==> config.mk <==
export PLATFORM = sky130hd
export DESIGN_NAME = issue_scheduler
export DESIGN_NICKNAME = d
export VERILOG_FILES = /design/src/rtl/issue_scheduler_pkg.sv /design/src/rtl/issue_scheduler_sched_scoreboard.sv /design/src/rtl/issue_scheduler.sv
export SDC_FILE = /design/constraint.sdc
export NUM_CORES = 1
export LEC_CHECK = 0
export ABC_AREA = 1
export ABC_CLOCK_PERIOD_IN_PS = 4000
export CAP_MARGIN = 25
export CELL_PAD_IN_SITES_DETAIL_PLACEMENT = 1
export CELL_PAD_IN_SITES_GLOBAL_PLACEMENT = 1
export CORE_ASPECT_RATIO = 0.5
export CORE_MARGIN = 4
export CORE_UTILIZATION = 41
export CTS_BUF_LIST = sky130_fd_sc_hd__clkbuf_16
export DETAILED_ROUTE_END_ITERATION = 16
export PLACE_DENSITY_LB_ADDON = 0.1
export SYNTH_ARGS = -nofsm -noshare
export SYNTH_HDL_FRONTEND = slang
export SYNTH_SLANG_ARGS = --single-unit
==> constraint.sdc <==
create_clock -name clk -period 4 [get_ports clk]
set_input_delay 0.8 -clock clk [delete_from_list [all_inputs] [get_ports clk]]
set_output_delay 0.8 -clock clk [all_outputs]
set_load 0.05 [all_outputs]
==> src/rtl/issue_scheduler_pkg.sv <==
// Shared definitions for the in-order 4-slot issue scheduler and its scoreboard.
package issue_scheduler_pkg;

  localparam int unsigned NUM_SLOTS    = 4;
  localparam int unsigned REG_W        = 5;
  localparam int unsigned NUM_REGS     = 32;
  localparam int unsigned LAT_W        = 2;
  localparam int unsigned CNT_W        = 32;
  localparam int unsigned ALU_LAT_DEF  = 1;
  localparam int unsigned LOAD_LAT_DEF = 2;

  typedef enum logic [1:0] {
    ST_IDLE = 2'd0,
    ST_PART = 2'd1,
    ST_KILL = 2'd2
  } sched_state_e;

  typedef struct packed {
    logic [REG_W-1:0] rs;
    logic [REG_W-1:0] rt;
    logic [REG_W-1:0] rd;
    logic             wr;
    logic             load;
    logic             branch;
  } slot_t;

  function automatic logic [2:0] popcount4(input logic [NUM_SLOTS-1:0] v);
    logic [2:0] cnt;
    cnt = '0;
    for (int i = 0; i < int'(NUM_SLOTS); i++) cnt = cnt + 3'(v[i]);
    return cnt;
  endfunction

endpackage

==> src/rtl/issue_scheduler_sched_scoreboard.sv <==
// Per-register busy counters: loaded with the producer latency on issue,
// decremented each cycle; a register is ready once its counter reaches zero.
module sched_scoreboard
  import issue_scheduler_pkg::*;
(
  input  logic                             clk,
  input  logic                             rst_n,
  input  logic [NUM_SLOTS-1:0]             set_en,
  input  logic [NUM_SLOTS-1:0][REG_W-1:0]  set_rd,
  input  logic [NUM_SLOTS-1:0][LAT_W-1:0]  set_lat,
  output logic [NUM_REGS-1:0]              ready
);

  logic [LAT_W-1:0] busy_q [NUM_REGS];
  logic [LAT_W-1:0] busy_d [NUM_REGS];

  // Decrement first so a same-cycle issue overrides it; younger slots win on rd collisions.
  always_comb begin
    for (int r = 0; r < int'(NUM_REGS); r++) begin
      busy_d[r] = (busy_q[r] != '0) ? busy_q[r] - LAT_W'(1) : '0;
    end
    for (int s = 0; s < int'(NUM_SLOTS); s++) begin
      if (set_en[s] && (set_rd[s] != '0)) busy_d[set_rd[s]] = set_lat[s];
    end
    busy_d[0] = '0;
  end

  always_ff @(posedge clk or negedge rst_n) begin
    if (!rst_n) begin
      for (int r = 0; r < int'(NUM_REGS); r++) busy_q[r] <= '0;
    end else begin
      for (int r = 0; r < int'(NUM_REGS); r++) busy_q[r] <= busy_d[r];
    end
  end

  always_comb begin
    for (int r = 0; r < int'(NUM_REGS); r++) ready[r] = (busy_q[r] == '0);
  end

endmodule

==> src/rtl/issue_scheduler.sv <==
// In-order issue of a 4-slot decode group against a latency scoreboard.
// Optional performance counters are built when SCHED_PERF_CNT_EN is defined.
module issue_scheduler
  import issue_scheduler_pkg::*;
#(
  parameter int unsigned ALU_LAT  = ALU_LAT_DEF,
  parameter int unsigned LOAD_LAT = LOAD_LAT_DEF
) (
  input  logic                        clk,
  input  logic                        rst_n,
  input  logic                        grp_valid,
  input  logic [NUM_SLOTS-1:0]        grp_slot_vld,
  input  logic [NUM_SLOTS*REG_W-1:0]  grp_rs,
  input  logic [NUM_SLOTS*REG_W-1:0]  grp_rt,
  input  logic [NUM_SLOTS*REG_W-1:0]  grp_rd,
  input  logic [NUM_SLOTS-1:0]        grp_wr,
  input  logic [NUM_SLOTS-1:0]        grp_load,
  input  logic [NUM_SLOTS-1:0]        grp_branch,
  input  logic                        flush,
  output logic [NUM_SLOTS-1:0]        issue_mask,
  output logic                        grp_ready
`ifdef SCHED_PERF_CNT_EN
  ,
  output logic [CNT_W-1:0]            stall_cnt,
  output logic [CNT_W-1:0]            issue_cnt
`endif
);

  sched_state_e                     state_q, state_d;
  logic [NUM_SLOTS-1:0]             done_q, done_d;
  slot_t                            slot [NUM_SLOTS];
  logic [NUM_REGS-1:0]              reg_ready;
  logic [NUM_SLOTS-1:0]             issue_c;
  logic [NUM_SLOTS-1:0]             pending;
  logic                             stop;
  logic                             src_ok;
  logic                             raw;
  logic [NUM_SLOTS-1:0]             set_en;
  logic [NUM_SLOTS-1:0][REG_W-1:0]  set_rd;
  logic [NUM_SLOTS-1:0][LAT_W-1:0]  set_lat;

  always_comb begin
    for (int i = 0; i < int'(NUM_SLOTS); i++) begin
      slot[i].rs     = grp_rs[REG_W*i +: REG_W];
      slot[i].rt     = grp_rt[REG_W*i +: REG_W];
      slot[i].rd     = grp_rd[REG_W*i +: REG_W];
      slot[i].wr     = grp_wr[i];
      slot[i].load   = grp_load[i];
      slot[i].branch = grp_branch[i];
    end
  end

  // Walk slots oldest-first; the first blocked slot or an issuing branch ends the run.
  always_comb begin
    issue_c = '0;
    src_ok  = 1'b0;
    raw     = 1'b0;
    stop    = !(rst_n && grp_valid && !flush && (state_q != ST_KILL));
    for (int i = 0; i < int'(NUM_SLOTS); i++) begin
      src_ok = ((slot[i].rs == '0) || reg_ready[slot[i].rs]) &&
               ((slot[i].rt == '0) || reg_ready[slot[i].rt]);
      raw = 1'b0;
      for (int j = 0; j < int'(NUM_SLOTS); j++) begin
        if ((j < i) && issue_c[j] && slot[j].wr && (slot[j].rd != '0) &&
            ((slot[j].rd == slot[i].rs) || (slot[j].rd == slot[i].rt))) begin
          raw = 1'b1;
        end
      end
      if (!stop && grp_slot_vld[i] && !done_q[i]) begin
        if (src_ok && !raw) begin
          issue_c[i] = 1'b1;
          stop       = slot[i].branch;
        end else begin
          stop = 1'b1;
        end
      end
    end
  end

  always_comb begin
    pending    = grp_slot_vld & ~(done_q | issue_c);
    issue_mask = issue_c;
    grp_ready  = rst_n && (flush || (grp_valid && (state_q != ST_KILL) && (pending == '0)));
  end

  always_comb begin
    state_d = state_q;
    done_d  = done_q;
    case (state_q)
      ST_KILL: begin
        state_d = ST_IDLE;
        done_d  = '0;
      end
      default: begin
        if (flush) begin
          state_d = ST_KILL;
          done_d  = '0;
        end else if (grp_valid && grp_ready) begin
          state_d = ST_IDLE;
          done_d  = '0;
        end else if (issue_c != '0) begin
          state_d = ST_PART;
          done_d  = done_q | issue_c;
        end
      end
    endcase
  end

  always_ff @(posedge clk or negedge rst_n) begin
    if (!rst_n) begin
      state_q <= ST_IDLE;
      done_q  <= '0;
    end else begin
      state_q <= state_d;
      done_q  <= done_d;
    end
  end

  always_comb begin
    for (int i = 0; i < int'(NUM_SLOTS); i++) begin
      set_en[i]  = issue_c[i] & slot[i].wr;
      set_rd[i]  = slot[i].rd;
      set_lat[i] = slot[i].load ? LAT_W'(LOAD_LAT) : LAT_W'(ALU_LAT);
    end
  end

  sched_scoreboard u_scoreboard (
    .clk     (clk),
    .rst_n   (rst_n),
    .set_en  (set_en),
    .set_rd  (set_rd),
    .set_lat (set_lat),
    .ready   (reg_ready)
  );

`ifdef SCHED_PERF_CNT_EN
  logic [CNT_W-1:0] stall_cnt_q, stall_cnt_d;
  logic [CNT_W-1:0] issue_cnt_q, issue_cnt_d;

  always_comb begin
    issue_cnt_d = issue_cnt_q + CNT_W'(popcount4(issue_c));
    stall_cnt_d = stall_cnt_q;
    if (grp_valid && !flush && (issue_c == '0)) stall_cnt_d = stall_cnt_q + CNT_W'(1);
  end

  always_ff @(posedge clk or negedge rst_n) begin
    if (!rst_n) begin
      stall_cnt_q <= '0;
      issue_cnt_q <= '0;
    end else begin
      stall_cnt_q <= stall_cnt_d;
      issue_cnt_q <= issue_cnt_d;
    end
  end

  assign stall_cnt = stall_cnt_q;
  assign issue_cnt = issue_cnt_q;
`endif

endmodule

==> flow_metrics.py <==
metrics = {
    "clock_network": {
        "cts-root-buf": "clkbuf_16",
        "clock_sinks": 68,
        "clk_latency_ps": 360,
        "cts_buffers": 9,
        "cts_max_level": 3,
        "cts_hold_buffers": 0,
        "clk_path_buf_depth": 2,
        "cts_tree": "built",
        "clk_pin_slew_ps": 60,
    },
    "synthesis": {
        "syn_area_per_cell_um2": 5.32,
        "ys.flop_type": "dfrtp_1",
        "synthArstFlopShare": 1.00,
        "synth_cell_types": 50,
        "synth_edf_count": 0,
        "synth.cell_area_mm2": 0.0104,
        "ys_warn_count": 0,
        "synth_nets": 2043,
        "ys_ff_latch": 68,
        "postSynthCellCount": 1963,
        "yosysSeqAreaShare": 0.163,
    },
    "sta": {
        "clock.fmax_mhz": 233,
        "fin_crit_sh": 1.07,
        "tightest_slew_ps": 1110,
        "rsz0062_at_grt": "true",
        "hold_viol_final": 0,
        "holdWs_ps": 547,
        "timing.final.ws_setup_ps": -298,
        "finalSetupViolCount": 2,
        "drv_slew": 0,
        "fin_crit_ps": 4300,
        "max_slew_margin": 0.256,
        "fin_worst_skew_ps": 10.1,
    },
    "detailed_routing": {
        "drtIter0Drc": 2008,
        "detail-route-antenna-nets": 0,
        "drc": 0,
        "vias": 16100,
        "wire_per_inst_um": 23.9,
        "via_per_inst": 6.26,
        "drt_wl_total_um": 61600,
        "firstDrtPassIters": 7,
    },
    "floorplan": {
        "row_count": 40,
        "die-area_mm2": 0.0282,
        "die_h_um": 121,
        "io_pins": 85,
        "start_util": 0.426,
        "core_region_area_mm2": 0.0245,
        "die_x_um": 234,
    },
    "finish": {
        "fill_cells": 3581,
        "final_nets": 2318,
        "fin_cells": 2580,
        "finalInstanceArea_mm2": 0.0140,
        "drive_gt1_frac": 0.180,
        "register_area_mm2": 0.00170,
        "area_growth_syn_to_layout_pct": 33.9,
        "final_cell_mix": "592 x nand2_1, 246 x inv_1, 242 x buf_4",
        "mostFrequentLayoutCell": "nand2_1",
        "multi_input_area_mm2": 0.00753,
    },
    "global_routing": {
        "grt-ovfl-total": 0,
        "grt_pass1_wl_um": 90800,
        "grtUsageTotal": 0.418,
        "antenna_found_initial": 2,
        "grt_max_degree": 42,
        "grt_pass1_vias": 16000,
    },
    "worst_setup_path": {
        "rr_worst_depth": 24,
        "slowest_stage": "clkdlybuf4s50_1",
        "regToRegSetupSlack_ps": 150,
        "setup.worst_path.start_class": "primary input",
        "startpoint": "grp_rt[17]",
        "crit_buf_inv": 3,
        "crit_end": "grp_ready",
        "path_depth": 17,
        "crit_family": "simple AND/OR/NAND/NOR gates",
        "cp_max_fo": 5,
        "cp.required_ps": 3200,
        "r2r_start": "u_scoreboard.busy_q[27]$_DFF_PN0_",
        "arrival_ps": 3500,
        "crit_path_max_incr_delay_ps": 580,
        "rr_endpoint": "u_scoreboard.busy_q[41]$_DFF_PN0_",
        "crit_path_end_kind": "output pin",
        "path_class": "primary input to output pin",
        "crit_chain": "clkdlybuf4s50_1 > inv_1 > a21oi_1 > o211ai_1 > nand3_1 > o311ai_0 > nor2_1 > nor2_1 > nand3b_1 > nor2_1 > nand3_1 > a21oi_2 > nand2_2 > nand2_2 > nand2_2 > a21boi_4 > buf_12",
    },
    "placed_design": {
        "placed_cell_area_mm2": 0.0134,
        "dp_hpwl_um": 45100,
        "portBuffers": 83,
        "dp.cells": 2545,
        "routabilityCongestion": 1.06,
        "post-place-ws_ps": -595,
    },
    "status": {
        "status": "complete, but fails checks",
        "violations": "setup timing",
    },
    "power_and_ir_drop": {
        "p_per_area_mw_per_mm2": 173,
        "power_w": 0.00242,
        "peakVddDrop_mv": 0.186,
        "leakage_nw": 7.01,
    },
    "hold_path": {
        "hold_class": "flip-flop to flip-flop",
        "hold_path.startpoint": "done_q[3]$_DFFE_PN0P_",
    },
    "flow_run": {
        "drv_cap": 0,
    },
}
[worst min path at each step]
stage | to | cells past startpoint | slack [ps]
CTS | done_q[0]$_DFFE_PN0P_ | 2 | 520
finish | done_q[3]$_DFFE_PN0P_ | 2 | 550
global placement | done_q[0]$_DFFE_PN0P_ | 2 | 500
detailed placement | done_q[0]$_DFFE_PN0P_ | 2 | 510
floorplan | done_q[0]$_DFFE_PN0P_ | 2 | 490
global route | done_q[3]$_DFFE_PN0P_ | 2 | 580
[worst min-delay path, stage by stage (launching register included)]
cell,delay [ps]
dfrtp_1,380
inv_1,70
a21oi_1,60
[sequential cells by signal, indices dropped and copies added (netlist names)]
name,count
done_q,4
state_q,2
u_scoreboard.busy_q,62
[final cells by class]
type                    count  share of cell area
well taps                 336              0.0301
multi-input cells        1534               0.539
diodes                      1            0.000179
clock buffers               9              0.0161
flip-flops and latches     68               0.122
repair buffers            344               0.212
clock inverters             7             0.00421
repair inverters            1            0.000537
inverters                 280              0.0765
[power by group]
part,switching (W),internal (W)
logic,0.000574,0.000317
registers,0.00000354,0.000694
clock network,0.000351,0.000475
total,0.000929,0.00149
[cells by family (layout without fill, tap and decap cells)]
| group | Yosys count | after routing | share of synthesized area |
|---|---|---|---|
| and+or+nand+nor | 1135 | 1135 | 0.470 |
| other | 0 | 1 | 0 |
| muxes | 1 | 1 | 0.000959 |
| buffers and inverters | 361 | 641 | 0.137 |
| DFF | 68 | 68 | 0.163 |
| AOI/OAI and AO/OA | 377 | 377 | 0.212 |
| xor gates and xnor gates | 21 | 21 | 0.0176 |
[cell usage after synthesis, drive strengths merged (3+ instances only)]
cell     number  area (um2)
xor2         15         131
a31o          6        52.6
nand4        61         388
o211ai       31         233
inv         269        1010
nand3       222        1140
nor4          7        43.8
dfrtp        68        1700
a21oi       107         536
nor2        192         778
clkbuf       49         184
o2111ai       5        43.8
o22ai        13        81.3
nand2       615        2320
o21a         17         128
o221ai       20         175
o21ai       153         766
a211oi        3        22.5
or2           7        43.8
buf          32         194
xnor2         6        52.6
nor3         26         155
a221oi        6        52.6
clkinv       11        41.3
a31oi         8        50.1
[repair_timing]
| action | 4_1_cts | 5_1_grt |
|---|---|---|
| endpoints found under the setup margin | 10 | 4 |
| resized for setup | 109 | 31 |
| pin swaps | 30 | 29 |
| buffers inserted | 10 | 8 |
| cloned | 1 | 0 |
[metal layers]
layer  track usage  wire (um)  part of all wire
met4         0.177       3580             0.058
met5             0          0                 0
met3         0.127       8540              0.14
met1         0.538      23500              0.38
met2         0.650      26000              0.42
[through the flow]
step | utilization | setup TNS, ps
2_1_floorplan | - | -0.531
3_3_place_gp | 0.545 | -7060
3_5_place_dp | 0.545 | -18530
4_1_cts | 0.564 | -33.0
5_1_grt | 0.570 | -706
6_report | 0.570 | -451
Note: power is estimated with default switching activity, not from simulation.
